--- src/rtl/alu_arbiter.sv ---
// alu_arbiter: shares one ALU between two requesters (A = execute, B = branch/compare).
// Requests arrive over valid/ready and are granted round-robin. The granted request is
// held on the ALU inputs for ALU_LAT cycles, then result/zero are captured into a
// registered response that is held until the requester consumes it.
// Only one operation is in flight at a time.
//
// Ports:
//   clk_i, reset_i                 clock (rising edge), async active-high reset
//   a_valid_i/a_ready_o            port A request handshake (same-cycle)
//   a_opcode_i/a_rs_i/a_rt_i/a_imm_i  port A request payload
//   b_*                            port B, same set as port A
//   alu_opcode_o/rs_o/rt_o/imm_o   operands driven to the ALU
//   alu_result_i/alu_zero_i        ALU result and condition bit
//   rsp_valid_o/rsp_ready_i        response handshake
//   rsp_port_o                     0 = response for A, 1 = for B
//   rsp_result_o/rsp_cb_o/rsp_err_o  result, condition bit, undefined-opcode flag
module alu_arbiter #(
    parameter int unsigned DATA_W  = 8,
    parameter int unsigned OP_W    = 4,
    parameter int unsigned IMM_W   = 5,
    parameter int unsigned ALU_LAT = 1
) (
    input  logic              clk_i,
    input  logic              reset_i,
    input  logic              a_valid_i,
    output logic              a_ready_o,
    input  logic [OP_W-1:0]   a_opcode_i,
    input  logic [DATA_W-1:0] a_rs_i,
    input  logic [DATA_W-1:0] a_rt_i,
    input  logic [IMM_W-1:0]  a_imm_i,
    input  logic              b_valid_i,
    output logic              b_ready_o,
    input  logic [OP_W-1:0]   b_opcode_i,
    input  logic [DATA_W-1:0] b_rs_i,
    input  logic [DATA_W-1:0] b_rt_i,
    input  logic [IMM_W-1:0]  b_imm_i,
    output logic [OP_W-1:0]   alu_opcode_o,
    output logic [DATA_W-1:0] alu_rs_o,
    output logic [DATA_W-1:0] alu_rt_o,
    output logic [IMM_W-1:0]  alu_imm_o,
    input  logic [DATA_W-1:0] alu_result_i,
    input  logic              alu_zero_i,
    output logic              rsp_valid_o,
    input  logic              rsp_ready_i,
    output logic              rsp_port_o,
    output logic [DATA_W-1:0] rsp_result_o,
    output logic              rsp_cb_o,
    output logic              rsp_err_o
);

    localparam int unsigned CNT_W = (ALU_LAT > 1) ? $clog2(ALU_LAT) : 1;

    localparam logic [OP_W-1:0] OP_SLT       = OP_W'(5);
    localparam logic [OP_W-1:0] OP_SEQ       = OP_W'(7);
    localparam logic [OP_W-1:0] OP_FIRST_BAD = OP_W'(10);

    typedef enum logic [1:0] {StIdle, StIssue, StResp} state_e;

    state_e              state_q, state_d;
    logic                last_grant_q;
    logic [CNT_W-1:0]    cnt_q;
    logic                port_q;
    logic [OP_W-1:0]     op_q;
    logic                err_q;
    logic [OP_W-1:0]     alu_opcode_q;
    logic [DATA_W-1:0]   alu_rs_q;
    logic [DATA_W-1:0]   alu_rt_q;
    logic [IMM_W-1:0]    alu_imm_q;
    logic [DATA_W-1:0]   rsp_result_q;
    logic                rsp_cb_q;
    logic                rsp_err_q;

    logic                grant;
    logic                hs;
    logic [OP_W-1:0]     sel_op;
    logic [DATA_W-1:0]   sel_rs;
    logic [DATA_W-1:0]   sel_rt;
    logic [IMM_W-1:0]    sel_imm;
    logic                sel_undef;
    logic                op_is_cmp;

    // Grant: a lone requester wins; on a tie the port that did not win last time wins.
    always_comb begin
        grant     = 1'b0;
        a_ready_o = 1'b0;
        b_ready_o = 1'b0;
        if (state_q == StIdle) begin
            grant     = (a_valid_i && b_valid_i) ? ~last_grant_q : b_valid_i;
            a_ready_o = a_valid_i & ~grant;
            b_ready_o = b_valid_i & grant;
        end
    end

    assign hs        = a_ready_o | b_ready_o;
    assign sel_op    = grant ? b_opcode_i : a_opcode_i;
    assign sel_rs    = grant ? b_rs_i     : a_rs_i;
    assign sel_rt    = grant ? b_rt_i     : a_rt_i;
    assign sel_imm   = grant ? b_imm_i    : a_imm_i;
    assign sel_undef = (sel_op >= OP_FIRST_BAD);
    assign op_is_cmp = (op_q == OP_SLT) || (op_q == OP_SEQ);

    always_comb begin
        state_d = state_q;
        unique case (state_q)
            StIdle:  if (hs) state_d = StIssue;
            StIssue: if (cnt_q == '0) state_d = StResp;
            StResp:  if (rsp_ready_i) state_d = StIdle;
            default: state_d = StIdle;
        endcase
    end

    always_ff @(posedge clk_i or posedge reset_i) begin
        if (reset_i) begin
            state_q      <= StIdle;
            last_grant_q <= 1'b1;
            cnt_q        <= '0;
            port_q       <= 1'b0;
            op_q         <= '0;
            err_q        <= 1'b0;
            alu_opcode_q <= '0;
            alu_rs_q     <= '0;
            alu_rt_q     <= '0;
            alu_imm_q    <= '0;
            rsp_result_q <= '0;
            rsp_cb_q     <= 1'b0;
            rsp_err_q    <= 1'b0;
        end else begin
            state_q <= state_d;
            if (hs) begin
                port_q       <= grant;
                last_grant_q <= grant;
                op_q         <= sel_op;
                err_q        <= sel_undef;
                // Never present an undefined opcode to the ALU.
                alu_opcode_q <= sel_undef ? '0 : sel_op;
                alu_rs_q     <= sel_rs;
                alu_rt_q     <= sel_rt;
                alu_imm_q    <= sel_imm;
                cnt_q        <= CNT_W'(ALU_LAT - 1);
            end
            if (state_q == StIssue) begin
                if (cnt_q != '0) begin
                    cnt_q <= cnt_q - 1'b1;
                end else begin
                    rsp_result_q <= (err_q || op_is_cmp) ? '0 : alu_result_i;
                    rsp_cb_q     <= (!err_q && op_is_cmp) ? alu_zero_i : 1'b0;
                    rsp_err_q    <= err_q;
                end
            end
        end
    end

    // ALU inputs are registered, so they hold their last values while idle.
    assign alu_opcode_o = alu_opcode_q;
    assign alu_rs_o     = alu_rs_q;
    assign alu_rt_o     = alu_rt_q;
    assign alu_imm_o    = alu_imm_q;
    assign rsp_valid_o  = (state_q == StResp);
    assign rsp_port_o   = port_q;
    assign rsp_result_o = rsp_result_q;
    assign rsp_cb_o     = rsp_cb_q;
    assign rsp_err_o    = rsp_err_q;

endmodule
--- config.mk ---
export PLATFORM = sky130hd
export DESIGN_NAME = alu_arbiter
export DESIGN_NICKNAME = d
export VERILOG_FILES = /design/src/rtl/alu_arbiter.sv
export SDC_FILE = /design/constraint.sdc
export NUM_CORES = 1
export LEC_CHECK = 0
export BUFFER_PORTS_ARGS = -buffer_cell sky130_fd_sc_hd__buf_2
export CAP_MARGIN = 20
export CELL_PAD_IN_SITES_DETAIL_PLACEMENT = 2
export CELL_PAD_IN_SITES_GLOBAL_PLACEMENT = 2
export CORE_MARGIN = 10
export CORE_UTILIZATION = 24
export CTS_CLUSTER_DIAMETER = 60
export DETAILED_ROUTE_END_ITERATION = 8
export HOLD_SLACK_MARGIN = 0.05
export MAX_ROUTING_LAYER = met4
export PLACE_DENSITY_LB_ADDON = 0.12
export SLEW_MARGIN = 20
export SYNTH_ARGS = -nofsm -noshare
export SYNTH_HDL_FRONTEND = slang
export SYNTH_SLANG_ARGS = --single-unit
--- constraint.sdc ---
create_clock -name clk_i -period 1.6 [get_ports clk_i]
set_input_delay 0.24 -clock clk_i [delete_from_list [all_inputs] [get_ports clk_i]]
set_output_delay 0.24 -clock clk_i [all_outputs]
set_load 0.02 [all_outputs]
**Word level (Yosys, flattened, before mapping)**

Index checks and enable logic that the tools add are counted.

- Logic and storage cells: 54
- Bits in registers: 45
- Output and inout port bits: 39
- Input bits: 64

- Add/subtract/negate cells: 1
- Eq/ne operators: 7
- Mux-type cells: 18
- Reduce and logical (&&, ||, !) cells: 8
- Magnitude comparators: 1
- Bitwise logic cells: 6

Operators with widths:

| operator | count |
|---|---|
| 8-bit two-way mux | 3 |
| 4-bit by 3-bit equality test with 1-bit output, second input constant | 2 |
| 1-bit two-way mux | 8 |
| 4-bit two-way mux | 2 |
| 2-bit two-way mux | 3 |
| 2-bit case mux with 3 select lines | 1 |
| 5-bit two-way mux | 1 |
| 4-bit >= comparator, second input constant | 1 |
| 2-bit != test, second input constant | 2 |
| 1-bit inverter | 3 |
| 3-bit AND reduction | 1 |
| 1-bit AND | 2 |
| 2-bit by 1-bit equality test with 1-bit output, second input constant | 1 |
| 2-bit equality test, second input constant | 1 |
| 1-bit logical AND | 2 |
| 2-bit logical NOT | 1 |
| 1-bit logical OR | 2 |
| 2-bit by 1-bit != test with 1-bit output, second input constant | 1 |
| 2-bit AND reduction | 1 |
| 1-bit logical NOT | 1 |
| 1-bit bitwise OR | 1 |
| 1-bit subtractor, second input constant | 1 |

**Longest topological paths before layout**

- Depth in word-level cells: 9
- Mapped depth: 6
- Depth with buffers taken out: 4

**Worst setup path before layout**

OpenSTA, ideal clock, no wires.

- Kind: reg2out
- Start: register state_q[1]
- End: output port a_ready_o
- Path buffers: 3
- Arrival: 1.465 ns
- Required time: 1.360 ns
- Slack: -0.105 ns
- Cell stages (with the launch flop): 6
- Cells stage by stage: dfrtp_1 buf_6 or3b_1 buf_6 clkbuf_1 nor2_1

- Longest elaborated chain between the ends: 2

RTL lines:

| item | line | text |
|---|---|---|
| start, declared | 59 | `state_e state_q, state_d;` |
| start signal, assigned | 114 | `state_q <= StIdle;` |
| start signal, assigned | 128 | `state_q <= state_d;` |
| 2-bit logical NOT | 87 | `if (state_q == StIdle) begin` |
| 1-bit two-way mux | 87 |  |
| end, declared | 26 | `output logic a_ready_o,` |

Every way passes these cells.

**Worst setup path after layout**

- Start: register state_q[0]
- End: output port a_ready_o

Same word-level chain as after synthesis.

==> results by group <==
Run status
  – Status: finished with violations
  – Failing checks: negative setup slack

Layout
  – Most frequent cells in the layout: 99 x buf_2, 43 x dfrtp_1, 25 x buf_4, 24 x nand2_1
  – Design area: around 0.0031 sq mm
  – Antenna diodes: 0
  – Final Core Density: a little over a third
  – Nets@finish: just under 400
  – Final Non-Filler Cells: 433
  – Share of cells above drive strength 1: a little over half
  – Layout area overhead: 49.7%
  – Commonest non-fill, non-tap cell in the layout: buf_2

Global routing
  – Initial antenna violation count: 0
  – Pin count of the biggest net entering global routing: 22
  – First-pass GRT wire length: around 13000 um
  – Aggregate global routing overflow: 0
  – Vias in the first global route: about 2300
  – Global Route Usage Sum: around an eighth

Clock network
  – CTS Root Cell: clkbuf_8
  – Num CTS Buffers: 5
  – Htree depth: 2
  – Clk pin slew, worst setup/hold paths: ~0.090 ns
  – CTS tree: done
  – CTS sink count: 44
  – Clk buf depth: 2
  – Clock Latency Late Sink: between 0.3 and 0.4 ns

Pwr
  – PD cells: ~2000 mW/mm^2
  – P_leak: about 1.5 nW
  – Total power: roughly 6.3 mW
  – Max IR drop VDD: between 0.5 and 0.6 mV

Logic synthesis
  – Synthesized flop and latch total: 44
  – Synth Area in Adders: 0%
  – Cell count after synthesis: 200
  – XOR/XNOR Fraction of Synth Area: 0%
  – Leading area contributor after synthesis: dfrtp_1
  – Compound-Gate Fraction of Synth Area: between 20% and 30%
  – Register area share after synthesis: roughly 52%
  – Mapped Area: around 0.0021 sq mm
  – Synthesized area per cell: around 11 sq um
  – Post-synthesis net count: approximately 260
  – Syn. warnings: 0
  – Count of cell types in the netlist: 33
  – Post-synth top area share: between 50% and 60%
  – Multiplexer area fraction after synthesis: 0%
  – Largest cells by area after synthesis: dfrtp_1 51%, o221a_2 11%, or3_1 6.2%
  – Area share of and/or/nand/nor cells after synthesis: roughly a fifth
  – Main combinational cell family by area after synthesis: simple AND/OR/NAND/NOR gates

Die
  – Die Footprint: 0.0129 sq mm
  – Initial core utilization: about a quarter
  – Die W: ~110 um
  – # rows: 34
  – Core Area: about 0.0086 sq mm
  – Die height: between 100 and 150 um
  – Io pins: between 100 and 150

STA
  – PnR worst setup slack: -0.111 ns
  – Period utilization: 107%
  – Min Clock Period, post-route: between 1.5 and 2 ns
  – RSZ-0062 raised after global routing: yes
  – Fmax: 584 MHz
  – Final-report setup violation count: 31
  – Worst Skew: roughly 0.010 ns
  – Slew Limit Headroom: a little under three quarters
  – Worst slew pin tran: between 0.4 and 0.5 ns
  – Final hold vios: 0
  – Fin Hold WS: around 0.15 ns
  – Final slew viol count: 0

Drt
  – Max layer used: met4
  – Routed wl met2: around 4000 um
  – Vias: a little over 2000
  – Post-DR vias/cell: around 4.8
  – Routed met1 length: approximately 3700 um
  – Wire length per cell: 19.0 um
  – Antenna Nets Post-Route: 0
  – WL met3: 472 um
  – Initial DRT Pass Iterations: 6
  – Final routed DRC violation total: 0
  – Routed WL: 8230 um
  – DR iter-0 viols: 70

Placed design
  – DP Cell Count: between 400 and 500
  – I/O Buffers: slightly above 100
  – HPWL after detailed placement: approximately 6000 um
  – GP Congestion: between 0.7 and 0.8
  – Area after DPL: roughly 0.0029 sq mm

Job
  – Max_cap viols: 0

Worst setup path
  – Critical path endpoint category: output pin
  – Reg2reg path depth: 6
  – Crit path launch type: register
  – Crit Path Class: register to output pin
  – Max Fanout on Critical Path: 3
  – Arrival time worst endpoint: 1.47 ns
  – Req. time, crit path: 1.36 ns

Min path
  – Hold Path Class: input port to register
  – Hold Crit Depth: 2
[final cells by class]
| type | count | area, sq um |
|---|---|---|
| fillers | 1001 | 5490 |
| flip-flops and latches | 44 | 1100 |
| multi-input cells | 134 | 922 |
| repair buffers | 135 | 862 |
| well taps | 108 | 135 |
| clock buffers | 5 | 68.8 |
| clock inverters | 3 | 42.5 |
| inverters | 4 | 15.0 |
[power breakdown]
part           internal [mW]  total [mW]  switching (mW)
logic                   1.57        3.45            1.88
clock network          0.463       0.884           0.422
registers               1.67        1.98           0.314
total                   3.70        6.32            2.62
[flip-flops by register name (all words and copies together), names as in the netlist]
signal and cells:
alu_rs_o 8, alu_rt_o 8, rsp_result_o 8, alu_imm_o 5, alu_opcode_o 4, op_q 3
state_q 2, cnt_q 1, err_q 1, last_grant_q 1, rsp_cb_o 1, rsp_err_o 1
rsp_port_o 1
[synthesized netlist by cell type]
master,instances
dfstp_2,1
and2_1,1
a31oi_1,7
nand3b_1,1
nor2_1,3
nand4b_1,2
nor3_1,8
nand2_1,25
buf_2,2
o31a_1,1
o22ai_2,1
buf_1,1
or3b_1,2
nand2b_1,3
buf_4,2
nand3_1,4
nand4_1,2
or3b_2,1
clkbuf_1,9
o221a_2,21
o21ai_1,1
nor3b_2,2
a21boi_0,1
or3_1,21
dfrtp_1,43
a211oi_1,2
inv_1,4
nor3b_1,1
o21ai_0,18
o41ai_1,1
buf_6,4
o21a_1,1
nor2b_1,4
[layer usage]
metal  track usage, %  vias up
met5                -        -
met4             3.30        0
met3             3.31        6
met2             20.4       57
met1             15.8     1022
li1                 -      990
[worst paths after layout]
| kind | from | to | slack, ns |
|---|---|---|---|
| worst max-delay path | state_q[0]$_DFFE_PP0P_ | a_ready_o | -0.11 |
| worst min-delay path | rsp_ready_i | state_q[1]$_DFFE_PP0P_ | 0.15 |
| worst max register to register | state_q[0]$_DFFE_PP0P_ | alu_imm_o[2]$_DFFE_PP0P_ | -0.10 |
| worst min register to register | rsp_result_o[0]$_DFFE_PP0P_ | rsp_result_o[0]$_DFFE_PP0P_ | 0.48 |
| max in group asynchronous | reset_i | alu_rs_o[4]$_DFFE_PP0P_ | 0.65 |
| min in group asynchronous | reset_i | alu_rt_o[6]$_DFFE_PP0P_ | 0.47 |
[critical path: stages, from the launching register on]
cell and delay (ns):
dfrtp_1 0.40, or3b_4 0.43, buf_12 0.15, nor2_4 0.08, buf_6 0.12
[through the flow]
| step | TNS (ns) | setup slack (ns) |
|---|---|---|
| 2_1_floorplan | -1.39 | -0.0768 |
| 3_3_place_gp | 0 | 0.0321 |
| 3_5_place_dp | 0 | 0.00719 |
| 4_1_cts | -2.55 | -0.129 |
| 5_1_grt | -4.09 | -0.162 |
| 6_report | -2.20 | -0.111 |
[logic make-up (layout without fill, tap and decap cells)]
group                  Yosys count  count (layout)
buffers and inverters           22             147
DFF                             44              44
AOI/OAI and AO/OA               54              54
and+or+nand+nor                 80              80
[what timing repair did]
item	CTS	global route
pin swaps	4	4
gates cloned	1	0
hold buffers	1	0
setup buffers	7	3
hold endpoints to repair	14	0
resized for setup	13	5
setup endpoints to repair	4	33
Note: power is estimated with default switching activity, not from simulation.
